===== src/rtl/adc_current_monitor_pkg.sv =====
// Shared constants for the ADC current monitor: sample width, status bit
// positions and the monitor state encoding.
package adc_current_monitor_pkg;

    localparam int ADC_BITS   = 14;

    localparam int STAT_TRIP  = 0;
    localparam int STAT_INST  = 1;
    localparam int STAT_STALE = 2;
    localparam int STAT_MODE  = 3;
    localparam int STAT_FILL  = 4;

    typedef enum logic [1:0] {
        FILL    = 2'd0,
        RUN     = 2'd1,
        TRIPPED = 2'd2
    } mon_state_e;

endpackage


===== src/rtl/adc_current_monitor_boxcar_avg.sv =====
// Running boxcar average over the last 2^AVG_LOG2 qualified samples; the
// average is only published once the window has been completely filled.
module boxcar_avg
    import adc_current_monitor_pkg::*;
#(
    parameter int AVG_LOG2 = 2
) (
    input  logic                clk,
    input  logic                rst,
    input  logic                i_sample_stb,
    input  logic [ADC_BITS-1:0] i_sample_data,
    output logic [15:0]         o_avg_data,
    output logic                o_avg_valid,
    output logic                o_fill_done
);
    localparam int WIN   = 1 << AVG_LOG2;
    localparam int SUM_W = ADC_BITS + AVG_LOG2;
    localparam logic [AVG_LOG2:0] WIN_CNT  = (AVG_LOG2 + 1)'(WIN);
    localparam logic [AVG_LOG2:0] LAST_CNT = (AVG_LOG2 + 1)'(WIN - 1);

    logic [ADC_BITS-1:0] r_buf [WIN];
    logic [SUM_W-1:0]    r_sum;
    logic [AVG_LOG2-1:0] r_wp;
    logic [AVG_LOG2:0]   r_fill_cnt;
    logic [SUM_W-1:0]    w_sum_nxt;
    logic                w_full_before;
    logic                w_full_after;

    // Next sum replaces the oldest sample; the sum always contains it, so no underflow.
    always_comb begin
        w_sum_nxt     = r_sum + SUM_W'(i_sample_data) - SUM_W'(r_buf[r_wp]);
        w_full_before = (r_fill_cnt == WIN_CNT);
        w_full_after  = w_full_before | (r_fill_cnt == LAST_CNT);
    end

    // Window storage, running sum and published average.
    always_ff @(posedge clk or posedge rst) begin
        if (rst) begin
            r_sum       <= {SUM_W{1'b0}};
            r_wp        <= {AVG_LOG2{1'b0}};
            r_fill_cnt  <= {(AVG_LOG2 + 1){1'b0}};
            o_avg_data  <= 16'd0;
            o_avg_valid <= 1'b0;
            o_fill_done <= 1'b0;
            for (int i = 0; i < WIN; i++) begin
                r_buf[i] <= {ADC_BITS{1'b0}};
            end
        end else begin
            o_avg_valid <= 1'b0;
            if (i_sample_stb) begin
                r_sum       <= w_sum_nxt;
                r_buf[r_wp] <= i_sample_data;
                r_wp        <= r_wp + 1'b1;
                if (!w_full_before) begin
                    r_fill_cnt <= r_fill_cnt + 1'b1;
                end
                // The sample that completes the window updates the average but is not strobed.
                o_avg_valid <= w_full_before;
                o_fill_done <= w_full_after;
                if (w_full_after) begin
                    o_avg_data <= 16'(w_sum_nxt >> AVG_LOG2);
                end
            end
        end
    end

endmodule


===== src/rtl/adc_current_monitor.sv =====
// ADC current monitor: boxcar average vs. PWM/CW limit with consecutive-trip
// detection, stale-sample timer and sticky host status.
module adc_current_monitor
    import adc_current_monitor_pkg::*;
#(
    parameter int AVG_LOG2     = 2,
    parameter int TRIP_COUNT   = 3,
    parameter int TIMEOUT_CLKS = 255
) (
    input  logic        clk,
    input  logic        rst,
    input  logic        i_adc_data_valid,
    input  logic [15:0] i_adc_data,
    input  logic        i_pwm_cw_mode_select,
    input  logic [15:0] i_pwm_mon_current_limit,
    input  logic [15:0] i_cw_mon_current_limit,
    input  logic        i_mon_limit_update,
    input  logic        i_adc_status_clear,
    output logic [15:0] o_avg_data,
    output logic        o_avg_valid,
    output logic        o_fault,
    output logic [7:0]  o_monitor_status
);
    localparam int TMR_W = $clog2(TIMEOUT_CLKS + 1);
    localparam logic [3:0]       TRIP_MAX = 4'(TRIP_COUNT);
    localparam logic [TMR_W-1:0] TMR_MAX  = TMR_W'(TIMEOUT_CLKS);

    logic             r_valid_d;
    logic             r_sample_stb;
    logic [15:0]      r_sample_data;
    logic             r_mode_d;
    logic [15:0]      r_pwm_lim;
    logic [15:0]      r_cw_lim;
    logic [3:0]       r_over_cnt;
    logic [TMR_W-1:0] r_timer;
    mon_state_e       r_state;

    mon_state_e       w_state_nxt;
    logic [3:0]       w_fsm_cnt;
    logic [3:0]       w_over_cnt_nxt;
    logic [3:0]       w_over_inc;
    logic [TMR_W-1:0] w_timer_nxt;
    logic [15:0]      w_limit;
    logic             w_edge;
    logic             w_fill_done;
    logic             w_over;
    logic             w_trip_set;
    logic             w_inst_set;
    logic             w_stale_set;

    assign w_edge      = i_adc_data_valid & ~r_valid_d;
    assign w_limit     = i_pwm_cw_mode_select ? r_cw_lim : r_pwm_lim;
    assign w_over      = (w_limit != 16'd0) && (o_avg_data > w_limit);
    assign w_inst_set  = r_sample_stb && (w_limit != 16'd0) && (r_sample_data > w_limit);
    assign w_over_inc  = (r_over_cnt == TRIP_MAX) ? r_over_cnt : r_over_cnt + 4'd1;
    assign w_timer_nxt = w_edge ? {TMR_W{1'b0}}
                       : (r_timer == TMR_MAX) ? r_timer : r_timer + 1'b1;
    assign w_stale_set = (w_timer_nxt == TMR_MAX);
    assign w_over_cnt_nxt = (i_pwm_cw_mode_select != r_mode_d) ? 4'd0 : w_fsm_cnt;

    // Rising-edge sample qualification and capture.
    always_ff @(posedge clk or posedge rst) begin
        if (rst) begin
            r_valid_d     <= 1'b0;
            r_sample_stb  <= 1'b0;
            r_sample_data <= 16'd0;
            r_mode_d      <= 1'b0;
        end else begin
            r_valid_d    <= i_adc_data_valid;
            r_sample_stb <= w_edge;
            r_mode_d     <= i_pwm_cw_mode_select;
            if (w_edge) begin
                r_sample_data <= i_adc_data;
            end
        end
    end

    // Limit shadow registers.
    always_ff @(posedge clk or posedge rst) begin
        if (rst) begin
            r_pwm_lim <= 16'd0;
            r_cw_lim  <= 16'd0;
        end else if (i_mon_limit_update) begin
            r_pwm_lim <= i_pwm_mon_current_limit;
            r_cw_lim  <= i_cw_mon_current_limit;
        end
    end

    boxcar_avg #(
        .AVG_LOG2 (AVG_LOG2)
    ) u_boxcar (
        .clk           (clk),
        .rst           (rst),
        .i_sample_stb  (r_sample_stb),
        .i_sample_data (r_sample_data[ADC_BITS-1:0]),
        .o_avg_data    (o_avg_data),
        .o_avg_valid   (o_avg_valid),
        .o_fill_done   (w_fill_done)
    );

    // Monitor state machine: next state and over-limit counter.
    always_comb begin
        w_state_nxt = r_state;
        w_fsm_cnt   = r_over_cnt;
        w_trip_set  = 1'b0;
        case (r_state)
            FILL: begin
                if (w_fill_done) begin
                    w_state_nxt = RUN;
                end else begin
                    w_state_nxt = FILL;
                end
            end
            RUN: begin
                if (o_avg_valid && w_over) begin
                    w_fsm_cnt = w_over_inc;
                    if (w_over_inc == TRIP_MAX) begin
                        w_state_nxt = TRIPPED;
                        w_trip_set  = 1'b1;
                    end else begin
                        w_state_nxt = RUN;
                    end
                end else if (o_avg_valid) begin
                    w_fsm_cnt = 4'd0;
                end else begin
                    w_fsm_cnt = r_over_cnt;
                end
            end
            TRIPPED: begin
                if (i_adc_status_clear) begin
                    w_state_nxt = RUN;
                    w_fsm_cnt   = 4'd0;
                end else begin
                    w_state_nxt = TRIPPED;
                end
            end
            default: begin
                w_state_nxt = FILL;
                w_fsm_cnt   = 4'd0;
            end
        endcase
    end

    // State, over-count and stale timer registers.
    always_ff @(posedge clk or posedge rst) begin
        if (rst) begin
            r_state    <= FILL;
            r_over_cnt <= 4'd0;
            r_timer    <= {TMR_W{1'b0}};
        end else begin
            r_state    <= w_state_nxt;
            r_over_cnt <= w_over_cnt_nxt;
            r_timer    <= w_timer_nxt;
        end
    end

    // Fault and status; a set in the same clk as a clear wins.
    always_ff @(posedge clk or posedge rst) begin
        if (rst) begin
            o_fault          <= 1'b0;
            o_monitor_status <= 8'h00;
        end else begin
            o_fault                        <= (w_state_nxt == TRIPPED);
            o_monitor_status[STAT_TRIP]    <= (w_state_nxt == TRIPPED);
            o_monitor_status[STAT_INST]    <= w_inst_set
                                            | (o_monitor_status[STAT_INST] & ~i_adc_status_clear);
            o_monitor_status[STAT_STALE]   <= w_stale_set
                                            | (o_monitor_status[STAT_STALE] & ~i_adc_status_clear);
            o_monitor_status[STAT_MODE]    <= w_trip_set ? i_pwm_cw_mode_select
                                            : (o_monitor_status[STAT_MODE] & ~i_adc_status_clear);
            o_monitor_status[STAT_FILL]    <= (w_state_nxt == FILL);
            o_monitor_status[7:5]          <= 3'b000;
        end
    end

endmodule

===== config.mk =====
export PLATFORM = sky130hd
export DESIGN_NAME = adc_current_monitor
export DESIGN_NICKNAME = d
export VERILOG_FILES = /design/src/rtl/adc_current_monitor_pkg.sv /design/src/rtl/adc_current_monitor_boxcar_avg.sv /design/src/rtl/adc_current_monitor.sv
export SDC_FILE = /design/constraint.sdc
export NUM_CORES = 1
export LEC_CHECK = 0
export ABC_CLOCK_PERIOD_IN_PS = 5400
export CORE_MARGIN = 3
export CORE_UTILIZATION = 40
export CTS_BUF_LIST = sky130_fd_sc_hd__clkbuf_4
export DETAILED_ROUTE_END_ITERATION = 12
export HOLD_SLACK_MARGIN = 0.02
export MAX_ROUTING_LAYER = met4
export SYNTH_ARGS = -nofsm -noshare
export SYNTH_HDL_FRONTEND = slang
export SYNTH_SLANG_ARGS = --single-unit

===== constraint.sdc =====
create_clock -name clk -period 5.4 [get_ports clk]
set_input_delay 1.08 -clock clk [delete_from_list [all_inputs] [get_ports clk]]
set_output_delay 1.08 -clock clk [all_outputs]
set_load 0.01 [all_outputs]

# ---- Word level (Yosys, flattened, before mapping)
# Index checks and enable logic that the tools add are counted.
# W data, S select, Z words.
dict set report word_totals {
  register_bits 164
  latchBits 0
  ramBits 0
  mem_bits_ro 0
  out_inout_bits 26
  word_cells 91
  mem_count 0
}
dict set report classes {
  addsub 6
  mul 0
  div 0
  n_lt_le_gt_ge 4
  eq_ne 13
  n_shift 0
  mux 25
  bitwise_logic 11
  n_reduce_logical 11
}
# op count
set op_table {}
lappend op_table {{$bwmux W56} 1}
lappend op_table {{$mux W14} 3}
lappend op_table {{$bmux W14 S2} 1}
lappend op_table {{$demux W14 S2} 1}
lappend op_table {{$mux W4} 5}
lappend op_table {{$add A16 B14 Y16} 1}
lappend op_table {{$eq A8 B8 Y1 const B} 2}
lappend op_table {{$gt A14 B16 Y1} 1}
lappend op_table {{$gt A16 B16 Y1} 1}
lappend op_table {{$mux W16} 1}
lappend op_table {{$mux W8} 2}
lappend op_table {{$reduce_bool A16 Y1} 1}
lappend op_table {{$sub A16 B14 Y16} 1}
lappend op_table {{$pmux W4 S3} 1}
lappend op_table {{$add A8 B1 Y8 const B} 1}
lappend op_table {{$eq A4 B2 Y1 const B} 2}
lappend op_table {{$mux W1} 6}
lappend op_table {{$mux W2} 3}
lappend op_table {{$pmux W2 S3} 1}
lappend op_table {{$logic_and A1 B1 Y1} 5}
lappend op_table {{$add A4 B1 Y4 const B} 1}
lappend op_table {{$and A1 B1 Y1} 4}
lappend op_table {{$eq A2 B2 Y1 const B} 2}
lappend op_table {{$logic_not A2 Y1} 2}
lappend op_table {{16 further kinds} 21}

# ---- Depth between registers and ports, before layout
# Gate-level depths: netlist of run 1.
dict set report logic_depth {
  depth_word 7
  depth_mapped 14
  depth_no_buf 13
}

# ---- Cells and area by module
# From an unflattened synthesis of run 1, not the netlist that was laid out.
dict set report unflattened {
  cells_unflattened 827
  hier_area_um2 8897.3
}
# mod instances cells_each area_per_inst_um2 seq_area_each_um2
set modules_own_cells {}
lappend modules_own_cells {boxcar_avg 1 488 5017.3 2327.2}
lappend modules_own_cells {adc_current_monitor 1 339 3880.0 1751.7}

# ---- Least setup slack after synthesis of run 1
# OpenSTA, ideal clock, no wires.
dict set report synth_path {
  kind {flip-flop to flip-flop}
  startpoint {reg u_boxcar.r_wp[0]}
  endpoint {reg u_boxcar.r_sum[15]}
  setup_ns 0.079
  arrival_ns 3.714
  setup_slack_ns 1.607
  path_stages_with_launch 14
  period_less_slack_ns 3.793
  path_cell_list {dfrtp_1 clkbuf_1 buf_2 mux4_2 fa_1 inv_1 ha_1 nand2_1 nand2_1 o211ai_1 a32oi_1 a41oi_1 mux2i_1 xor2_1}
}
dict set report synth_between {
  elab_chain_len 5
}
# element line_no
set synth_lines {}
lappend synth_lines {{start, declared} adc_current_monitor_boxcar_avg.sv:23} ;# logic [AVG_LOG2-1:0] r_wp;
lappend synth_lines {{start signal, assigned} adc_current_monitor_boxcar_avg.sv:40} ;# r_wp <= {AVG_LOG2{1'b0}};
lappend synth_lines {{start signal, assigned} adc_current_monitor_boxcar_avg.sv:53} ;# r_wp <= r_wp + 1'b1;
lappend synth_lines {{$not A2 Y3 (not written as such)} adc_current_monitor_boxcar_avg.sv:31} ;# w_sum_nxt = r_sum + SUM_W'(i_sample_data) - SUM_W'(r_buf[r_wp]);
lappend synth_lines {{$bmux W14 S2} adc_current_monitor_boxcar_avg.sv:31}
lappend synth_lines {{$mux W14 (not written as such) (2 in series)} adc_current_monitor_boxcar_avg.sv:31}
lappend synth_lines {{$sub A16 B14 Y16} adc_current_monitor_boxcar_avg.sv:31}
lappend synth_lines {{end signal, assigned} adc_current_monitor_boxcar_avg.sv:39} ;# r_sum <= {SUM_W{1'b0}};
lappend synth_lines {{end signal, assigned} adc_current_monitor_boxcar_avg.sv:51} ;# r_sum <= w_sum_nxt;
lappend synth_lines {{end, declared} adc_current_monitor_boxcar_avg.sv:22} ;# logic [SUM_W-1:0] r_sum;
# No other way between the ends. The select of a mux whose other input is x is not followed.
# A chain may end at the register's enable or synchronous reset.

# ---- Worst setup path after layout of run 1
# Ends and elaborated chain as after synthesis.

==> flow_summary.toml, run 1 <==
[placed_design]
place.gp.congestion = 0.918
io_buffers = 74
dpl_cell_area_um2 = 9640
hpwl_um = 14700

[setup_path]
rr_worst_depth = 11
critPathArrivalTime_ps = 4430
required_ps = 5870
worstSetupStartpointType = "flop"
ff2ff_setup_slack_ps = 1440
crit_type = "flop to flop"
endpoint_kind = "flop"
path_max_fanout = 10

[synthesis]
synthCells = 816
async_flop_share = 1.00
synth_warnings = 0
ys_top_cells_by_count = "dfrtp_1 (163), nand2_1 (106), o21ai_0 (96)"
synth_edf_count = 0
synth_ff_type = "dfrtp_1"
yosys.area.top_type = "dfrtp_1"
synth.avg_cell_area_um2 = 10.6
synth.distinct_cells = 58
ys_top_cells_by_area = "dfrtp_1 (47%), ha_1 (7.8%), mux2_2 (5.9%), o21ai_0 (5.6%), nand2_1 (4.6%)"
ys_ff_latch = 163
synth_top_area_share = 0.472
netlist_area_um2 = 8650
ys_seq_area_frac = 0.472
synth.most_common_cell = "dfrtp_1"

[drt]
vias = 5895
vias_per_cell = 5.03
dr.pass1.iters = 6
routed_wl_um = 19600
ant_nets = 0
initialDrtViolationCount = 316
detail_route.wl_per_cell_um = 16.7
drc = 0

[floorplanning]
ios = 80
die_h_um = 153
die_width_um = 153
start_util = 0.409
dieArea_um2 = 23400
coreArea_um2 = 21200
rows = 53

[clock_network]
cts_tree = "built"
clockBufferDepth = 2
clk_pin_slew_ps = 150
insertion_delay_ps = 550
cts_root_buf = "clkbuf_4"
cts_resized = 0
cts_made_buffers = 17
clkSinkCount = 163
htreeDepth = 4
postCtsSetupBuffers = 0
postCtsHoldBufs = 0

[power]
ir_drop_mv = 0.310
power_frac_clock = 0.123
power_uw = 6060
p_comb_frac = 0.562
sw_frac_of_total = 0.436
seqPwrFrac = 0.316
leakagePower_uw = 0.00452
power_switching_uw = 2640
cellPowerDensity_nw_per_um2 = 611
internal_power_uw = 3420

[sta]
setup_tns_ps = 0
rsz0062_at_grt = "no"
period_share = 0.734
worst_pin_slew_ps = 904
finalSetupViolations = 0
period_minus_slack_ps = 3960
hold_viol_final = 0
slew_headroom = 0.396
finClkSkew_ps = 25.1
slew_violations = 0
clock.fmax_mhz = 252

[job]
cap_violations = 0

[min_path]
holdPathStages = 2
hold_path_class = "flop to flop"

[finish]
fill_cells = 2014
nets = 1006
final_area_um2 = 9930
drive_above_1_share = 0.118
syn_to_final_growth_pct = 14.8

[global_routing]
antenna_found_initial = 1
grt_pass1_wl_um = 32300
grt_pass1_vias = 5899
gr-total-overflow = 0
grt_use_total = 0.178
grt_max_degree = 130

[outcome]
status = "finished clean"
[cell usage in the layout, fill, tap and decap left out, types with 20 or more instances in the layout]
master           count
nor2_1              26
ha_1                54
a21oi_1             29
inv_1               72
nand2_1            106
mux2i_1             20
mux2_2              45
dfrtp_1            163
clkdlybuf4s50_1     74
o21ai_0             96
[metrics by stage]
stage / hold slack, ps / instances / utilization / setup WS [ps]
finish: 491 / 1173 / 0.469 / 1440
global route: 513 / 1173 / 0.469 / 1120
CTS: 497 / 1172 / 0.469 / 1360
detailed placement: 465 / 1140 / 0.456 / 1060
global placement: 457 / 1140 / 0.456 / 1170
floorplan: 445 / 820 / - / 1610
[critical path, cell delays in order, from the launching register on]
cell      delay, ps
dfrtp_1         720
mux4_2          590
fa_1            550
inv_1            60
ha_1            310
a211oi_1        240
o21bai_1        160
o211ai_1        250
a32oi_1         190
a41oi_1         400
mux2i_1         260
xor2_1          150
[area by class of cell]
cell class              instances  area (um2)  share of cell area
well taps                     275         344              0.0347
flip-flops and latches        163        4080               0.411
clock buffers                  17         128              0.0129
clock inverters                15         154              0.0155
repair buffers                 82         813              0.0819
inverters                      73         278              0.0280
multi-input cells             547        4130               0.416
diodes                          1        2.50            0.000252
[kinds of logic after synthesis]
| group | synth area share |
|---|---|
| other | 0.000434 |
| adder cells (fa/ha/maj) | 0.111 |
| flip-flops | 0.472 |
| buffers and inverters | 0.0527 |
| multiplexers | 0.123 |
| XOR/XNOR | 0.0233 |
| AND/OR/NAND/NOR | 0.106 |
| AO/OA/AOI/OAI | 0.113 |
[flip-flops by register name, indices dropped and copies added (netlist names), 2 cells and up]
| register | flops |
|---|---|
| u_boxcar.r_sum | 16 |
| r_cw_lim | 16 |
| u_boxcar.r_fill_cnt | 3 |
| u_boxcar.r_wp | 2 |
| o_monitor_status | 5 |
| r_timer | 8 |
| u_boxcar.o_avg_data | 14 |
| r_sample_data | 16 |
| r_state | 2 |
| r_over_cnt | 4 |
| r_pwm_lim | 16 |
| u_boxcar.r_buf | 56 |
[power groups by stage]
stage	Sequential (uW)	Clock [uW]	Combinational, uW
2_1_floorplan	1840	0	2580
6_report	1920	743	3410
4_1_cts	1920	768	3440
3_3_place_gp	1940	0	3390
5_1_grt	1970	816	3910
3_5_place_dp	1950	0	3420
[routing by layer]
metal  vias to the layer above  global-route usage  part of all wire
met3                         6              0.0385             0.040
met4                         0              0.0318            0.0062
li1                       2950                   -                 -
met5                         -                   -                 0
met1                      2845               0.251              0.49
met2                        94               0.271              0.47
[worst paths after layout]
path,start,end
setup / recovery,u_boxcar.r_wp[0]$_DFFE_PP0P_,u_boxcar.r_sum[15]$_DFFE_PP0P_
hold / removal,u_boxcar.r_buf[25]$_DFFE_PP0P_,u_boxcar.r_buf[25]$_DFFE_PP0P_
setup reg to reg,u_boxcar.r_wp[0]$_DFFE_PP0P_,u_boxcar.r_sum[15]$_DFFE_PP0P_
hold reg to reg,u_boxcar.r_buf[25]$_DFFE_PP0P_,u_boxcar.r_buf[25]$_DFFE_PP0P_
max in group asynchronous,rst,r_sample_data[10]$_DFFE_PP0P_
min in group asynchronous,rst,r_cw_lim[3]$_DFFE_PP0P_
(Power assumes the default switching activity.)
==> run 2: changes to the inputs <==
ABC_CLOCK_PERIOD_IN_PS = 3500   (was 5400)
clock period = 3.5 ns   (was 5.4 ns; I/O delays follow)
==> run 2 against run 1 <==
  * Worst setup slack worse by 1400 ps
  * Register-to-register slack worse by 1400 ps
  * Design area is 4.4% higher
  * Count of clock-buffer cells in the layout is 1 higher
  * Largest power group unchanged
  * Highest routed layer unchanged
==> flow_summary.toml, run 2 (synthesized netlist as in run 1, its figures left out) <==
[outcome]
status = "finished clean"

[global_routing]
grt_pass1_vias = 6078
gr-total-overflow = 0
grt_pass1_wl_um = 32700
grt_max_degree = 53
antenna_found_initial = 1
grt_use_total = 0.181

[setup_path]
endpoint_kind = "flop"
reg2reg_to = "u_boxcar.r_sum[8]$_DFFE_PP0P_"
ff2ff_setup_slack_ps = 8
path_max_fanout = 5
path_cells = "buf_4 > mux4_2 > ha_1 > inv_1 > ha_1 > inv_1 > fa_2 > nor2b_2 > o31a_1 > buf_4 > o211ai_1 > nand3b_1 > a21oi_2 > xnor2_1 > mux2_2"
critPathArrivalTime_ps = 3940
crit_slowest_cell = "mux4_2"
rr_worst_depth = 15
crit_type = "flop to flop"
max_stage_delay_ps = 520
required_ps = 3950
r2r-start = "u_boxcar.r_wp[0]$_DFFE_PP0P_"
worstSetupStartpointType = "flop"

[drt]
vias_per_cell = 5.06
initialDrtViolationCount = 316
vias = 6111
ant_nets = 0
dr.pass1.iters = 4
routed_wl_um = 20100
detail_route.wl_per_cell_um = 16.7
drc = 0

[sta]
fin_ws_ps = 7.60
period_minus_slack_ps = 3490
rsz0062_at_grt = "yes"
worst_pin_slew_ps = 893
slew_headroom = 0.403
finClkSkew_ps = 29.6
hold_ws_ps = 493
clock.fmax_mhz = 286
slew_violations = 0
period_share = 0.998
setup_tns_ps = 0
finalSetupViolations = 0
hold_viol_final = 0

[floorplanning]
rows = 53
ios = 80
start_util = 0.409
coreArea_um2 = 21200
die_h_um = 153
dieArea_um2 = 23400
die_width_um = 153

[placed_design]
dp_slack_ps = -140
place.gp.congestion = 0.850
dp_cells = 1170
hpwl_um = 15100
io_buffers = 74

[finish]
nets = 1041
final_common_cell = "dfrtp_1"
largest_reg_flops = 56
syn_to_final_growth_pct = 19.8
drive_above_1_share = 0.173
final_cell_mix = "dfrtp_1 (162), nand2_1 (105), o21ai_0 (96), clkdlybuf4s50_1 (74), inv_1 (71)"
regMostFlops = "u_boxcar.r_buf"
fin_cells = 1208

[power]
p_comb_frac = 0.604
ir_drop_mv = 0.541
power_frac_clock = 0.115
power_switching_uw = 4420
seqPwrFrac = 0.281
sw_frac_of_total = 0.425
internal_power_uw = 5990
leakagePower_uw = 0.00472
power_uw = 10400
cellPowerDensity_nw_per_um2 = 1000

[min_path]
min_from = "u_boxcar.r_buf[23]$_DFFE_PP0P_"
hold_path_end = "u_boxcar.r_buf[23]$_DFFE_PP0P_"
hold_path_class = "flop to flop"
holdPathStages = 2

[clock_network]
htreeDepth = 4
clockBufferDepth = 2
clk_pin_slew_ps = 150
cts_root_buf = "clkbuf_4"
insertion_delay_ps = 570
cts_tree = "built"
cts_made_buffers = 17
clkSinkCount = 163

[job]
cap_violations = 0
==> run 2: changes by cell type in the layout (fill, tap and decap cells not counted), sizes merged <==
cell | before | now
clkinvlp | 2 | 3
buf | 8 | 43
clkinv | 7 | 3
inv | 77 | 79
clkbuf | 17 | 18
==> run 2: worst max path at each step <==
stage                                             from                              to  slack [ps]  cells after the start
after global routing      u_boxcar.r_wp[0]$_DFFE_PP0P_   u_boxcar.r_sum[8]$_DFFE_PP0P_        -150                     15
after floorplan           u_boxcar.r_wp[0]$_DFFE_PP0P_  u_boxcar.r_sum[15]$_DFFE_PP0P_          30                     13
after global placement            i_pwm_cw_mode_select       r_over_cnt[2]$_DFFE_PP0P_        -140                     11
final                     u_boxcar.r_wp[0]$_DFFE_PP0P_   u_boxcar.r_sum[8]$_DFFE_PP0P_           8                     15
after CTS                 u_boxcar.r_wp[0]$_DFFE_PP0P_  u_boxcar.r_sum[15]$_DFFE_PP0P_          10                     11
after detailed placement          i_pwm_cw_mode_select       r_over_cnt[2]$_DFFE_PP0P_        -140                     11
==> run 2: repair_timing <==
action,4_1_cts,5_1_grt
gates resized for setup,1,21
pin swaps,1,11
setup buffers,0,5
hold buffers,0,0
setup endpoints to repair,4,11
==> run 2: metrics by stage <==
step            util  instance area [um2]
2_1_floorplan      -                 8680
3_3_place_gp   0.468                 9910
3_5_place_dp   0.468                 9910
4_1_cts        0.483                10200
5_1_grt        0.490                10400
6_report       0.490                10400
==> run 2: critical path, delay by kind of cell, from the launching register on <==
| family | cells | cell delay, ps |
|---|---|---|
| buffers and inverters | 4 | 420 |
| muxes | 2 | 790 |
| xor gates and xnor gates | 1 | 100 |
| AOI/OAI and AO/OA | 3 | 720 |
| and+or+nand+nor | 2 | 190 |
| adders and majority gates | 3 | 690 |
| DFF | 1 | 480 |
==> run 2: power groups by stage <==
| stage | sequential [uW] | combinational, uW | clock, uW |
|---|---|---|---|
| after global placement | 2960 | 5620 | 0 |
| final | 2930 | 6290 | 1190 |
| after CTS | 2930 | 5720 | 1240 |
| after detailed placement | 2970 | 5700 | 0 |
| after floorplan | 2830 | 4050 | 0 |
| after global routing | 3000 | 7030 | 1310 |
==> run 2: layer usage <==
metal	share of wire	up-vias	GRT usage
met5	0	-	-
met4	0.018	0	0.0539
met3	0.029	22	0.0334
met2	0.46	100	0.270
met1	0.49	2960	0.253
li1	-	3029	-
==> run 2: cell type report <==
cell class	instances	area, um2
Antenna cell	1	2.50
Clock buffer	18	135
Clock inverter	14	166
Fill cell	1971	10800
Inverter	73	278
Multi-Input combinational cell	547	4240
Sequential cell	163	4080
Tap cell	275	344
Timing Repair Buffer	117	1120
